$ cat config.mk
export PLATFORM = sky130hd
export DESIGN_NAME = vga_pattern_gen
export DESIGN_NICKNAME = d
export VERILOG_FILES = /design/src/rtl/vga_pattern_pkg.sv /design/src/rtl/vga_box_mover.sv /design/src/rtl/vga_pattern_gen.sv
export SDC_FILE = /design/constraint.sdc
export NUM_CORES = 1
export LEC_CHECK = 0
export CAP_MARGIN = 20
export CORE_ASPECT_RATIO = 1.2
export CORE_MARGIN = 1.5
export CORE_UTILIZATION = 55
export DETAILED_ROUTE_END_ITERATION = 12
export PLACE_DENSITY = 0.8
export SYNTH_ARGS = -nofsm -noshare
export SYNTH_HDL_FRONTEND = slang
export SYNTH_HIERARCHICAL = 1
export SYNTH_SLANG_ARGS = --single-unit
$ cat constraint.sdc
create_clock -name vga_clk -period 3.6 [get_ports vga_clk]
set_input_delay 0.36 -clock vga_clk [delete_from_list [all_inputs] [get_ports vga_clk]]
set_output_delay 0.36 -clock vga_clk [all_outputs]
set_load 0.005 [all_outputs]
$ cat src/rtl/vga_pattern_pkg.sv
// Shared definitions for the VGA test-pattern generator: mode codes, colour
// masks and the colour-bar lookup.
package vga_pattern_pkg;

    localparam logic [2:0] MODE_GRAD  = 3'd0;
    localparam logic [2:0] MODE_BARS  = 3'd1;
    localparam logic [2:0] MODE_CHECK = 3'd2;
    localparam logic [2:0] MODE_GRID  = 3'd3;
    localparam logic [2:0] MODE_BOX   = 3'd4;

    // Colour masks are {B,G,R}, one bit per channel, expanded to full scale later.
    localparam logic [2:0] RGB_BLACK = 3'b000;
    localparam logic [2:0] RGB_WHITE = 3'b111;

    typedef enum logic {
        DIR_POS = 1'b0,
        DIR_NEG = 1'b1
    } dir_e;

    function automatic logic [2:0] bar_rgb(input logic [2:0] k);
        return {k[2], k[1], k[0]};
    endfunction

endpackage

$ cat src/rtl/vga_box_mover.sv
// Bouncing-box state: position, direction and colour per axis, advanced once
// per frame on i_step.
module vga_box_mover
    import vga_pattern_pkg::*;
#(
    parameter int COORD_W  = 10,
    parameter int H_ACTIVE = 640,
    parameter int V_ACTIVE = 480,
    parameter int BOX_SIZE = 32,
    parameter int BOX_STEP = 4
)(
    input  logic               vga_clk,
    input  logic               vga_rst,
    input  logic               i_step,
    output logic [COORD_W-1:0] o_box_x,
    output logic [COORD_W-1:0] o_box_y,
    output dir_e               o_dir_x,
    output dir_e               o_dir_y,
    output logic [2:0]         o_box_col
);

    localparam int XW = COORD_W + 1;
    localparam logic [XW-1:0] STEP  = XW'(BOX_STEP);
    localparam logic [XW-1:0] MAX_X = XW'(H_ACTIVE - BOX_SIZE);
    localparam logic [XW-1:0] MAX_Y = XW'(V_ACTIVE - BOX_SIZE);

    typedef struct packed {
        logic [COORD_W-1:0] pos;
        dir_e               dir;
        logic               bounce;
    } axis_t;

    logic [COORD_W-1:0] r_box_x, r_box_y;
    dir_e               r_dir_x, r_dir_y;
    logic [2:0]         r_box_col;
    axis_t              w_nx, w_ny;

    // One extra bit on the sums so a step past the edge is clamped, never wrapped.
    function automatic axis_t axis_next(input logic [COORD_W-1:0] pos, input dir_e dir,
                                        input logic [XW-1:0] max_pos);
        logic [XW-1:0] p;
        axis_t         n;
        p        = {1'b0, pos};
        n.pos    = pos;
        n.dir    = dir;
        n.bounce = 1'b0;
        if (dir == DIR_POS) begin
            if (p + STEP >= max_pos) begin
                n.pos    = COORD_W'(max_pos);
                n.dir    = DIR_NEG;
                n.bounce = 1'b1;
            end else begin
                n.pos = COORD_W'(p + STEP);
            end
        end else begin
            if (p <= STEP) begin
                n.pos    = '0;
                n.dir    = DIR_POS;
                n.bounce = 1'b1;
            end else begin
                n.pos = COORD_W'(p - STEP);
            end
        end
        return n;
    endfunction

    always_comb begin
        w_nx = axis_next(r_box_x, r_dir_x, MAX_X);
        w_ny = axis_next(r_box_y, r_dir_y, MAX_Y);
    end

    // NOTE: sequential state uses <= so every register samples pre-edge values.
    always_ff @(posedge vga_clk) begin
        if (vga_rst) begin
            r_box_x   <= '0;
            r_box_y   <= '0;
            r_dir_x   <= DIR_POS;
            r_dir_y   <= DIR_POS;
            r_box_col <= 3'd1;
        end else if (i_step) begin
            r_box_x <= w_nx.pos;
            r_box_y <= w_ny.pos;
            r_dir_x <= w_nx.dir;
            r_dir_y <= w_ny.dir;
            if (w_nx.bounce || w_ny.bounce)
                r_box_col <= (r_box_col == 3'd7) ? 3'd1 : r_box_col + 3'd1;
        end
    end

    assign o_box_x   = r_box_x;
    assign o_box_y   = r_box_y;
    assign o_dir_x   = r_dir_x;
    assign o_dir_y   = r_dir_y;
    assign o_box_col = r_box_col;

endmodule

$ cat src/rtl/vga_pattern_gen.sv
// Multi-mode VGA test-pattern generator: frame-synchronous mode register,
// frame counter, per-mode colour selection and a one-cycle output register.
module vga_pattern_gen
    import vga_pattern_pkg::*;
#(
    parameter int COORD_W   = 10,
    parameter int CH_W      = 4,
    parameter int H_ACTIVE  = 640,
    parameter int V_ACTIVE  = 480,
    parameter int CHK_LOG2  = 5,
    parameter int GRID_LOG2 = 6,
    parameter int BOX_SIZE  = 32,
    parameter int BOX_STEP  = 4
)(
    input  logic                vga_clk,
    input  logic                vga_rst,
    input  logic [COORD_W-1:0]  x_pos,
    input  logic [COORD_W-1:0]  y_pos,
    input  logic                pix_active,
    input  logic                frame_start,
    input  logic [2:0]          mode_sel,
    output logic [3*CH_W-1:0]   pixel_data,
    output logic                pixel_vld,
    output logic [2:0]          cur_mode,
    output logic [7:0]          frame_cnt
);

    localparam int XW    = COORD_W + 1;
    localparam int BAR_W = H_ACTIVE / 8;

    logic [3*CH_W-1:0]  r_pixel_data, w_pixel;
    logic               r_pixel_vld;
    logic [2:0]         r_cur_mode, w_bar_k, w_box_col;
    logic [7:0]         r_frame_cnt;
    logic [COORD_W-1:0] w_box_x, w_box_y;
    dir_e               w_dir_x, w_dir_y;
    logic               w_in_box, w_grid_on;

    vga_box_mover #(
        .COORD_W (COORD_W),
        .H_ACTIVE(H_ACTIVE),
        .V_ACTIVE(V_ACTIVE),
        .BOX_SIZE(BOX_SIZE),
        .BOX_STEP(BOX_STEP)
    ) u_box (
        .vga_clk  (vga_clk),
        .vga_rst  (vga_rst),
        .i_step   (frame_start),
        .o_box_x  (w_box_x),
        .o_box_y  (w_box_y),
        .o_dir_x  (w_dir_x),
        .o_dir_y  (w_dir_y),
        .o_box_col(w_box_col)
    );

    function automatic logic [3*CH_W-1:0] expand(input logic [2:0] m);
        return {{CH_W{m[2]}}, {CH_W{m[1]}}, {CH_W{m[0]}}};
    endfunction

    // NOTE: every always_comb output gets a default first so no latch is inferred.
    always_comb begin
        w_bar_k = 3'd0;
        for (int i = 1; i < 8; i++)
            if ({1'b0, x_pos} >= XW'(i * BAR_W))
                w_bar_k = 3'(i);
    end

    assign w_in_box = ({1'b0, x_pos} >= {1'b0, w_box_x}) &&
                      ({1'b0, x_pos} <  {1'b0, w_box_x} + XW'(BOX_SIZE)) &&
                      ({1'b0, y_pos} >= {1'b0, w_box_y}) &&
                      ({1'b0, y_pos} <  {1'b0, w_box_y} + XW'(BOX_SIZE));

    assign w_grid_on = (x_pos[GRID_LOG2-1:0] == '0) || (y_pos[GRID_LOG2-1:0] == '0) ||
                       (x_pos == COORD_W'(H_ACTIVE - 1)) || (y_pos == COORD_W'(V_ACTIVE - 1));

    always_comb begin
        w_pixel = '0;
        case (r_cur_mode)
            MODE_GRAD:  w_pixel = {x_pos[CH_W+2:3], y_pos[CH_W+2:3], r_frame_cnt[CH_W-1:0]};
            MODE_BARS:  w_pixel = expand(bar_rgb(w_bar_k));
            MODE_CHECK: w_pixel = expand((x_pos[CHK_LOG2] ^ y_pos[CHK_LOG2]) ? RGB_WHITE : RGB_BLACK);
            MODE_GRID:  w_pixel = expand(w_grid_on ? RGB_WHITE : RGB_BLACK);
            MODE_BOX:   w_pixel = expand(w_in_box ? w_box_col : RGB_BLACK);
            default:    w_pixel = '0;
        endcase
    end

    // Mode and counter change only on frame_start; the pixel of that cycle still uses old state.
    always_ff @(posedge vga_clk) begin
        if (vga_rst) begin
            r_pixel_data <= '0;
            r_pixel_vld  <= 1'b0;
            r_cur_mode   <= MODE_GRAD;
            r_frame_cnt  <= 8'd0;
        end else begin
            r_pixel_vld  <= pix_active;
            r_pixel_data <= pix_active ? w_pixel : '0;
            if (frame_start) begin
                r_cur_mode  <= mode_sel;
                r_frame_cnt <= r_frame_cnt + 8'd1;
            end
        end
    end

    assign pixel_data = r_pixel_data;
    assign pixel_vld  = r_pixel_vld;
    assign cur_mode   = r_cur_mode;
    assign frame_cnt  = r_frame_cnt;

endmodule

==> impl_metrics.yaml <==
cts:
  cts_buffers: 5
  root_buffer: "clkbuf_8"
  cts_setup_buffers: 0
  cts_num_sinks: 45
  cts_tree: "built"
  cts_buffer_depth: 2
  ctsHoldBuffers: 0
  clkTransAtPathRegs_ps: 90
  htreeDepth: 2
  cts_resized: 0
  worstSkewPairLatency_ps: 300
grt:
  antenna_found_initial: 0
  grt_max_degree: 32
  met1_usage_pct: 31.8
  grt-ovfl-total: 0
  grt_use_total_pct: 25.8
  use_met3_pct: 4.29
  grt_pass1_wl_um: 15300
  grt_pass1_vias: 3300
  grt_busiest_layer: "met2"
  gr-usage-met2_pct: 45.7
synthesis:
  synth_area_um2: 3750
  ys_async_sr_fraction_pct: 0
  synth.ff_latch_count: 45
  synth_top_cell_area_share_pct: 24.0
  synth.area.top_cells: "dfxtp_1 24%, ha_1 14%, nand2_1 3.9%"
  synth_area_leader_cell: "dfxtp_1"
  synth_ff_type: "dfxtp_1"
  ys_seq_area_share_pct: 24.0
  ys_types: 72
  yosys_warnings: 6
  syn_inst: 460
  syn_area_per_cell_um2: 8.16
  synth_edf_count: 0
detailed_routing:
  avgRoutedWirePerCell_um: 15.5
  num_vias: 3465
  vias_per_cell: 5.95
  drt_iter0_drc: 162
  postRouteAntennaNets: 0
  drtPass1Iterations: 4
  wirelength_um: 9020
  drc: 0
setup_path:
  endpoint_kind: "flop"
  rr_startpoint: "u_box/o_box_x[5]"
  path_max_fanout: 15
  crit_required_ps: 3830
  path_class: "reg -> reg"
  startpoint: "u_box/o_box_x[5]"
  arrival_ps: 2850
  crit_path_start_kind: "flop"
min_path:
  hold_class: "reg -> reg"
  min_from: "u_box/o_box_col[1]"
cells_and_area:
  drive_above_1_share_pct: 6.64
  area_growth_pct: 15.7
  nets: 564
  n_antenna_cell: 0
timing:
  worstMarginPinSlew_ps: 885
  skew_ps: 9.65
  max_freq_mhz: 381
  maxSlewViolCount: 0
  rsz0062_at_grt: "no"
  setup_viol_count_final: 0
  finalCriticalPeriod_ps: 2620
  slew_headroom_pct: 40.5
  hold_violations: 0
  post-route-period-util_pct: 72.9
  tns_ps: 0
power:
  p_per_area_nw_per_um2: 299
  ir_drop_mv: 0.155
  leakage_nw: 1.64
  finalPower_mw: 1.30
die:
  coreArea_um2: 6530
  dieWidth_um: 78.4
  fp.dieH_um: 93.5
  io_pins: 51
  placementRows: 32
  dieArea_um2: 7330
  start_util_pct: 57.5
flow_run:
  cap_violations: 0
outcome:
  status: "finished clean"
place:
  dp_hpwl_um: 6820
  io_buffers: 50
  gp_congestion: 0.838
==> worst paths after layout <==
kind | to | slack (ps) | cells past startpoint
setup / recovery | pixel_data[10] | 980 | 10
hold / removal | u_box/o_box_col[1] | 490 | 2
setup reg to reg | pixel_data[10] | 980 | 10
hold reg to reg | u_box/o_box_col[1] | 490 | 2
==> cells in the mapped netlist (3+ instances only) <==
cell type	number
buf_2	7
a211o_1	4
clkbuf_1	8
nand2_1	39
clkbuf_2	3
or3_1	4
nor2b_1	10
a21o_1	7
a32oi_1	3
o21ai_0	19
nand4b_1	6
nand4_1	17
nor3_1	10
nor2_1	30
a31oi_1	15
a21oi_1	26
xor2_1	12
and3_1	6
mux2i_1	8
a32o_1	3
nand3_1	9
nor4_1	4
nor4b_1	3
nand2b_1	5
nand3b_1	3
xnor2_1	15
o22ai_1	3
o221a_2	4
dfxtp_1	45
buf_4	8
ha_1	41
inv_1	33
==> cell usage in the layout, fill, tap and decap left out, types with 3 or more instances in the layout <==
cell and count:
xor2_1 12, mux2i_1 8, nor2b_1 10, nor4_1 4, xnor2_1 15, nand2_1 39
nand3b_1 3, a32oi_1 3, nor3_1 10, nor2_1 30, o21ai_0 19, nor4b_1 3
a21oi_1 26, a32o_1 3, or3_1 4, nand3_1 9, and3_1 6, dfxtp_1 45
ha_1 41, clkdlybuf4s50_1 50, o221a_2 4, a31oi_1 15, nand4_1 17, a21o_1 7
conb_1 4, nand4b_1 6, a211o_1 4, o22ai_1 3, inv_1 33, nand2b_1 5
clkbuf_8 7
==> worst max-delay path, cell delays in order, from the launching register on <==
cell and delay, ps:
dfxtp_1 650, ha_1 270, nand3_1 100, xnor2_1 160
ha_1 310, a21oi_1 150, o2bb2ai_1 130, o2111ai_1 130
a21oi_1 230, nand4_1 230, a31oi_1 190
==> layer usage <==
layer  share of wire [%]  vias up
met2                  50       95
met5                   0        -
li1                    -     1744
met1                  43     1603
met4                 2.5        0
met3                 4.9       23
==> cell families after synthesis <==
family	synth area share [%]
xor+xnor	6.30
flops	24.0
simple gates	23.0
compound gates	22.3
other cells	0.0999
mux	3.10
buf+inv	7.33
fa+ha+maj	13.9
==> sequential cells by signal (all words and copies together), names as in the netlist <==
signal	flops
u_box/o_dir_y	1
u_box/o_dir_x	1
frame_cnt	8
pixel_vld	1
pixel_data	12
u_box/o_box_col	3
u_box/o_box_y	8
cur_mode	3
u_box/o_box_x	8
==> layout make-up <==
| type | instances | area (µm²) |
|---|---|---|
| Clock buffer | 7 | 96.3 |
| Clock inverter | 1 | 5.00 |
| Fill cell | 539 | 2180 |
| Inverter | 33 | 124 |
| Multi-Input combinational cell | 358 | 2590 |
| Sequential cell | 45 | 901 |
| Tap cell | 85 | 106 |
| Timing Repair Buffer | 53 | 520 |
==> per-stage QoR <==
step,std cells,area (µm²),setup WS [ps],hold WS [ps],utilization [%]
after floorplan,463,3770,1560,429,-
after global placement,573,4240,1070,468,64.9
after detailed placement,573,4240,1010,476,64.9
after CTS,581,4340,978,489,66.5
after global routing,582,4340,678,518,66.5
final,582,4340,977,490,66.5
==> power breakdown <==
group | switching (mW) | leakage (nW) | internal (mW)
clock network | 0.179 | 0.0542 | 0.174
registers | 0.0504 | 0.368 | 0.523
logic | 0.190 | 1.22 | 0.183
Note: power is estimated with default switching activity, not from simulation.
